### src/rtl/complement_pkg.sv
// Shared mode encodings and FSM state type for the serial sign-representation converter.
package complement_pkg;

  localparam logic [1:0] MODE_PASS  = 2'b00;
  localparam logic [1:0] MODE_SM2OC = 2'b01;
  localparam logic [1:0] MODE_SM2TC = 2'b10;
  localparam logic [1:0] MODE_TC2SM = 2'b11;

  typedef enum logic [1:0] {
    IDLE = 2'b00,
    RUN  = 2'b01,
    DONE = 2'b10
  } state_e;

endpackage

### src/rtl/complement_bit_cell.sv
// One-bit conditional invert followed by a half-add with the running carry.
module complement_bit_cell (
  input  logic bit_i,
  input  logic inv_i,
  input  logic carry_i,
  output logic res_o,
  output logic carry_o
);

  logic x;

  assign x       = bit_i ^ inv_i;
  assign res_o   = x ^ carry_i;
  assign carry_o = x & carry_i;

endmodule

### src/rtl/complement_conv_serial.sv
// Bit-serial, LSB-first converter between sign-magnitude, ones' and two's complement.
// Define COMPLEMENT_OVF_EN to saturate and flag the most-negative input in mode 11.
module complement_conv_serial
  import complement_pkg::*;
#(
  parameter int WIDTH = 8
) (
  input  logic             clk,
  input  logic             rst,
  input  logic             start,
  input  logic [1:0]       mode,
  input  logic [WIDTH-1:0] a,
  output logic [WIDTH-1:0] result,
  output logic             busy,
  output logic             done,
  output logic             ovf
);

  localparam int CNT_W = $clog2(WIDTH);

  state_e           state_q;
  logic [CNT_W-1:0] cnt_q;
  logic             carry_q;
  logic [1:0]       mode_q;
  logic [WIDTH-1:0] a_q;
  logic [WIDTH-1:0] sh_q;
  logic [WIDTH-1:0] result_q;

  logic last;
  logic sign;
  logic inv;
  logic cell_in;
  logic cell_r;
  logic carry_d;
  logic bit_d;
  logic carry_init;

  // NOTE: every always_comb output gets a default first so no path leaves it unassigned (no latch).
  always_comb begin
    last       = 1'b0;
    sign       = 1'b0;
    inv        = 1'b0;
    cell_in    = 1'b0;
    bit_d      = 1'b0;
    carry_init = 1'b0;

    last       = (cnt_q == CNT_W'(WIDTH - 1));
    sign       = a_q[WIDTH-1];
    inv        = (mode_q != MODE_PASS) && sign;
    cell_in    = last ? 1'b0 : a_q[cnt_q];
    // Only mode 10 pushes the sign position through the carry cell; others copy the sign.
    bit_d      = (last && (mode_q != MODE_SM2TC)) ? sign : cell_r;
    carry_init = ((mode == MODE_SM2TC) || (mode == MODE_TC2SM)) && a[WIDTH-1];
  end

  complement_bit_cell u_cell (
    .bit_i   (cell_in),
    .inv_i   (inv),
    .carry_i (carry_q),
    .res_o   (cell_r),
    .carry_o (carry_d)
  );

`ifdef COMPLEMENT_OVF_EN
  logic ovf_q;
  logic ovf_cond;

  // Carry still set entering the sign bit means the magnitude was 2^(WIDTH-1).
  assign ovf_cond = (mode_q == MODE_TC2SM) && carry_q;
  assign ovf      = ovf_q;
`else
  assign ovf = 1'b0;
`endif

  // NOTE: sequential state uses non-blocking assignments so all registers update from pre-edge values.
  always_ff @(posedge clk) begin
    if (rst) begin
      state_q  <= IDLE;
      cnt_q    <= '0;
      carry_q  <= 1'b0;
      mode_q   <= MODE_PASS;
      a_q      <= '0;
      sh_q     <= '0;
      result_q <= '0;
`ifdef COMPLEMENT_OVF_EN
      ovf_q    <= 1'b0;
`endif
    end else begin
      unique case (state_q)
        IDLE, DONE: begin
          if (start) begin
            state_q <= RUN;
            a_q     <= a;
            mode_q  <= mode;
            cnt_q   <= '0;
            carry_q <= carry_init;
`ifdef COMPLEMENT_OVF_EN
            ovf_q   <= 1'b0;
`endif
          end else begin
            state_q <= IDLE;
          end
        end
        RUN: begin
          sh_q    <= {bit_d, sh_q[WIDTH-1:1]};
          carry_q <= carry_d;
          cnt_q   <= cnt_q + CNT_W'(1);
          if (last) begin
            state_q  <= DONE;
`ifdef COMPLEMENT_OVF_EN
            result_q <= ovf_cond ? '1 : {bit_d, sh_q[WIDTH-1:1]};
            ovf_q    <= ovf_cond;
`else
            result_q <= {bit_d, sh_q[WIDTH-1:1]};
`endif
          end
        end
        default: state_q <= IDLE;
      endcase
    end
  end

  assign result = result_q;
  assign busy   = (state_q == RUN);
  assign done   = (state_q == DONE);

endmodule

### config.mk
export PLATFORM = sky130hd
export DESIGN_NAME = complement_conv_serial
export DESIGN_NICKNAME = d
export VERILOG_FILES = /design/src/rtl/complement_pkg.sv /design/src/rtl/complement_bit_cell.sv /design/src/rtl/complement_conv_serial.sv
export SDC_FILE = /design/constraint.sdc
export NUM_CORES = 1
export LEC_CHECK = 0
export BUFFER_PORTS_ARGS = -buffer_cell sky130_fd_sc_hd__buf_2
export CAP_MARGIN = 20
export CORE_MARGIN = 2
export CORE_UTILIZATION = 40
export CTS_BUF_LIST = sky130_fd_sc_hd__clkbuf_16
export DETAILED_ROUTE_END_ITERATION = 8
export MAX_ROUTING_LAYER = met4
export PLACE_DENSITY = 0.66
export SLEW_MARGIN = 20
export SYNTH_ARGS = -nofsm -noshare
export SYNTH_HDL_FRONTEND = slang
export SYNTH_SLANG_ARGS = --single-unit
### constraint.sdc
create_clock -name clk -period 1.7 [get_ports clk]
set_input_delay 0.51 -clock clk [delete_from_list [all_inputs] [get_ports clk]]
set_output_delay 0.51 -clock clk [all_outputs]
set_load 0.005 [all_outputs]
==> Word level (Yosys, flattened, before mapping) <==
Cells that the tools add are included.
{ "totals": {"inputBits": 13, "regBits": 32, "word_cells": 42, "out_inout_bits": 11} }
{ "op_classes": {"add_sub_neg": 1, "bitwise_logic": 3, "n_eq_ne": 8, "n_lt_le_gt_ge": 1, "n_reduce_logical": 11, "muxes": 11} }
{ "ops": {"columns": ["op", "count"], "rows": [
  ["equality test 2 bit, second input constant", 3],
  ["case mux 3 bit (2 select lines)", 1],
  ["AND reduction 2 bit", 3],
  ["2-to-1 mux 1 bit", 5],
  ["< comparator 3 x 4 -> 1 bit, second input constant", 1],
  ["inequality test 2 bit, second input constant", 2],
  ["case mux 2 bit (2 select lines)", 1],
  ["nonzero test 2 bit", 2],
  ["adder 3 x 1 -> 3 bit, second input constant", 1],
  ["binary-select mux 1 bit (select 3 bit)", 1],
  ["equality test 3 bit, second input constant", 1],
  ["logical AND 1 bit", 3],
  ["2-to-1 mux 3 bit", 1],
  ["equality test 2 x 1 -> 1 bit, second input constant", 1],
  ["zero test 2 bit", 1],
  ["2-to-1 mux 2 bit", 1],
  ["inequality test 2 x 1 -> 1 bit, second input constant", 1],
  ["case mux 1 bit (2 select lines)", 1],
  ["OR reduction 2 bit", 1],
  ["XOR 1 bit", 2],
  ["AND 1 bit", 1],
  ["logical OR 1 bit", 1]
]} }

==> Logic depth before layout (Yosys ltp) <==
{ "logic_depth": {"ltp_word": 6, "depth_mapped": 8, "ltp_nobuf": 8} }

==> By module <==
A second synthesis with hierarchy kept.
{ "hier_totals": {"cells_unflattened": 154, "hier_area_um2": 1278.7} }
{ "modules_own_cells": {"columns": ["module", "instances", "cells_per_inst", "area_each_um2", "seq_area_each_um2"], "rows": [
  ["complement_conv_serial", 1, 152, 1257.5, 620.6],
  ["complement_bit_cell", 1, 2, 21.3, 0.0]
]} }

==> Worst setup path after synthesis <==
No wires, ideal clock.
{ "synth_timing": {"path_type": "register -> register", "from": "register cnt_q[1]", "to": "register sh_q[7]", "t_required_ns": 1.566, "synth_period_minus_slack_ns": 1.823, "setup_time_ns": 0.134, "t_arrival_ns": 1.689, "slack_ns": -0.123, "path_stages_with_launch": 9, "path_buffers": 0, "cell_sequence": "dfxtp_1 ha_1 ha_1 a31oi_1 nand4_1 xor2_1 ha_1 mux2i_1 a211oi_1"} }
{ "synth_via": {"elab_chain_len": 6, "elab_cells_between_ends": 8, "cone_classes": "1 x eq/ne; 4 x mux; 2 x bitwise; 1 x reduce/logical"} }
{ "synth_rtl": {"columns": ["element", "line_no", "rtl"], "rows": [
  ["start: declaration", "complement_conv_serial.sv:22", "logic [CNT_W-1:0] cnt_q;"],
  ["start signal: assignment", "complement_conv_serial.sv:107", "cnt_q <= cnt_q + CNT_W'(1);"],
  ["binary-select mux 1 bit (select 3 bit)", "complement_conv_serial.sv:50", "cell_in = last ? 1'b0 : a_q[cnt_q];"],
  ["2-to-1 mux 1 bit (not written as such)", "complement_conv_serial.sv:50", null],
  ["2-to-1 mux 1 bit", "complement_conv_serial.sv:50", null],
  ["XOR 1 bit", "complement_bit_cell.sv:12", "assign x = bit_i ^ inv_i;"],
  ["XOR 1 bit", "complement_bit_cell.sv:13", "assign res_o = x ^ carry_i;"],
  ["2-to-1 mux 1 bit *", "complement_conv_serial.sv:52", "bit_d = (last && (mode_q != MODE_SM2TC)) ? sign : cell_r;"],
  ["end signal: assignment", "complement_conv_serial.sv:105", "sh_q <= {bit_d, sh_q[WIDTH-1:1]};"],
  ["end: declaration", "complement_conv_serial.sv:26", "logic [WIDTH-1:0] sh_q;"]
]} }
Every way passes the cells marked *; elsewhere a longest branch is shown, timed or not. The select of a mux whose other input is x is not followed.
A chain may end at the register's enable or synchronous reset.

==> Worst setup path in the final report <==
{ "layout_timing": {"from": "register cnt_q[0]", "to": "register sh_q[7]"} }
Same word-level chain as after synthesis.

==> impl_metrics.tcl <==
set metrics [dict create \
    reg2reg_from "cnt_q[0]" \
    fmax_ghz 0.548 \
    grt_busiest_layer "met2" \
    fin_ws_ns -0.124 \
    grt_usage 0.162 \
    coreArea_mm2 0.00305 \
    met1_usage 0.164 \
    power_density_mw_per_mm2 1060 \
    cts_buffer_depth 2 \
    gp_congestion 0.723 \
    start_util 0.420 \
    globalRouteMet2Util 0.260 \
    drt-total-wl_mm 2.55 \
    h-tree-depth 2 \
    vias 1077 \
    grt_overflow 0 \
    dr.pass1.iters 4 \
    finalCritPeriodShare 1.07 \
    met3_usage 0.0768 \
    via_per_inst 4.74 \
    antenna_found_initial 0 \
    syn_to_final_growth_pct 27.1 \
    period_minus_slack_ns 1.82 \
    cp-start-kind "register" \
    worstMarginPinSlew_ns 0.550 \
    nets 198 \
    grt_max_degree 32 \
    rows 20 \
    dieArea_mm2 0.00367 \
    holdCritPathClass "reg2reg" \
    cp.required_ns 1.83 \
    hold_slack_ns 0.451 \
    synth_warnings 0 \
    drv_cap 0 \
    ys_ff_latch 31 \
    dpl_worst_slack_ns -0.188 \
    synth_area_leaders "dfxtp_1, nand2_1, a21oi_1" \
    yosysTopAreaCellShare 0.484 \
    end_kind "register" \
    path_class "reg2reg" \
    slew_headroom 0.633 \
    finalHoldViolCount 0 \
    crit_start "cnt_q[0]" \
    cts_buffers 5 \
    root_buffer "clkbuf_16" \
    final_max_slew_viol_count 0 \
    die_x_um 60.6 \
    grt_pass1_wl_mm 4.04 \
    synth_area_mm2 0.00128 \
    irDropWorstVdd_uv 537 \
    syn_avg_cell_area_um2 8.21 \
    yosysTopAreaCell "dfxtp_1" \
    crit_arrival_ns 1.96 \
    final_cell_mix "nand2_1, dfxtp_1, a21oi_1, buf_2, nor2_1" \
    critical_path.max_fanout 4 \
    setup_violations 2 \
    rsz0062_at_grt "true" \
    grt_pass1_vias 979 \
    fill_cells 316 \
    layout_commonest_cell "nand2_1" \
    drive_above_1_share 0.251 \
    leakage_nw 0.645 \
    synth.distinct_cells 27 \
    postCtsHoldBufs 0 \
    wl_per_cell_um 11.2 \
    cts_tree "yes" \
    drt_drc_violations_left 0 \
    clk_pin_slew_ns 0.05 \
    finalClockSkew_ns 0.00266 \
    dpl.hpwl_mm 1.78 \
    drt_iter0_markers 37 \
    clk_latency_ns 0.27 \
    ant_nets 0 \
    min-delay-start "result[4]" \
    violations "negative setup slack" \
    seq_area_frac_synth 0.484 \
    io_pins 24 \
    synthCells 156 \
    clock-sinks 31 \
    syn_nets 172 \
    insertedDiodeCount 0 \
    fp.dieH_um 60.6 \
    io_buffer_count 22 \
    status "finished with violations" \
]
-- cell families (layout without fill, tap and decap cells) --
logic type                 Yosys count  count (layout)  synth area share
and+or+nand+nor                     69              69             0.228
AOI/OAI and AO/OA                   33              33             0.146
DFF                                 31              31             0.484
buffers and inverters               12              39            0.0557
muxes                                6               6            0.0469
adders and majority gates            3               3            0.0293
other                                1               1           0.00293
xor gates and xnor gates             1               1           0.00684
-- flip-flops by register name, summed over array words and instances (netlist names) --
signal   cells
result       8
carry_q      1
cnt_q        3
a_q          8
sh_q         7
state_q      2
mode_q       2
-- routing by layer --
metal,vias to the layer above,part of all wire
met5,-,0
met4,0,0.024
met3,6,0.048
met2,20,0.48
met1,485,0.44
li1,566,-
-- metrics by stage --
step / utilization / cell area (um^2) / cells / power, W / setup TNS [ns]
floorplan: - / 1310 / 156 / 0.000881 / 0
global placement: 0.480 / 1460 / 219 / 0.000918 / -0.160
detailed placement: 0.480 / 1460 / 219 / 0.000925 / -0.426
CTS: 0.526 / 1610 / 227 / 0.00175 / -0.213
global route: 0.533 / 1630 / 227 / 0.00181 / -0.468
finish: 0.533 / 1630 / 227 / 0.00173 / -0.244
-- final timing paths --
kind | end | slack [ns] | depth (start not counted)
max reg2reg | sh_q[7] | -0.12 | 8
min | result[4] | 0.45 | 2
max | sh_q[7] | -0.12 | 8
min reg2reg | result[4] | 0.45 | 2
-- cell type report --
type | count | area [um^2] | share of cell area
inverter | 2 | 10.0 | 0.00615
tap | 44 | 55.1 | 0.0338
timing repair buffer | 29 | 163 | 0.0999
multi-input combinational | 113 | 637 | 0.391
sequential | 31 | 627 | 0.385
clock buffer | 5 | 125 | 0.0769
clock inverter | 3 | 11.3 | 0.00692
-- Yosys cell counts --
master and count:
buf_6 2, nor2_1 11, and2b_1 2, nor2b_1 1, a211oi_2 1, buf_2 4, mux2i_1 6, and2_4 1
nor2_2 1, conb_1 1, nand2_1 48, o21ai_0 2, clkbuf_1 3, a22oi_1 2, ha_1 3, inv_1 1
inv_4 1, a21oi_1 24, nand4_1 1, xor2_1 1, a31oi_1 1, a211oi_1 2, nand3b_1 2, nand2b_1 2
a311oi_1 1, buf_4 1, dfxtp_1 31
-- critical path, stage by stage, from the launching register on --
cell      delay [ns]
dfxtp_4         0.36
ha_4            0.16
ha_4            0.16
a31oi_4         0.13
nand4_1         0.13
xor2_1          0.16
ha_1            0.30
mux2i_2         0.19
a211oi_1        0.10
-- what timing repair did --
action,4_1_cts,5_1_grt
pin swaps,0,3
gates cloned,0,0
resized for setup,2,5
endpoints found under the hold margin,0,0
setup endpoints to repair,3,4
setup buffers,0,0
-- power by group --
group / leakage (nW) / switching, W / internal [W] / total [W]
sequential: 0.254 / 0.0000194 / 0.000754 / 0.000773
clock: 0.0701 / 0.000289 / 0.000524 / 0.000813
combinational: 0.321 / 0.0000814 / 0.0000619 / 0.000143
total: 0.645 / 0.000390 / 0.00134 / 0.00173
(Power assumes the default switching activity.)
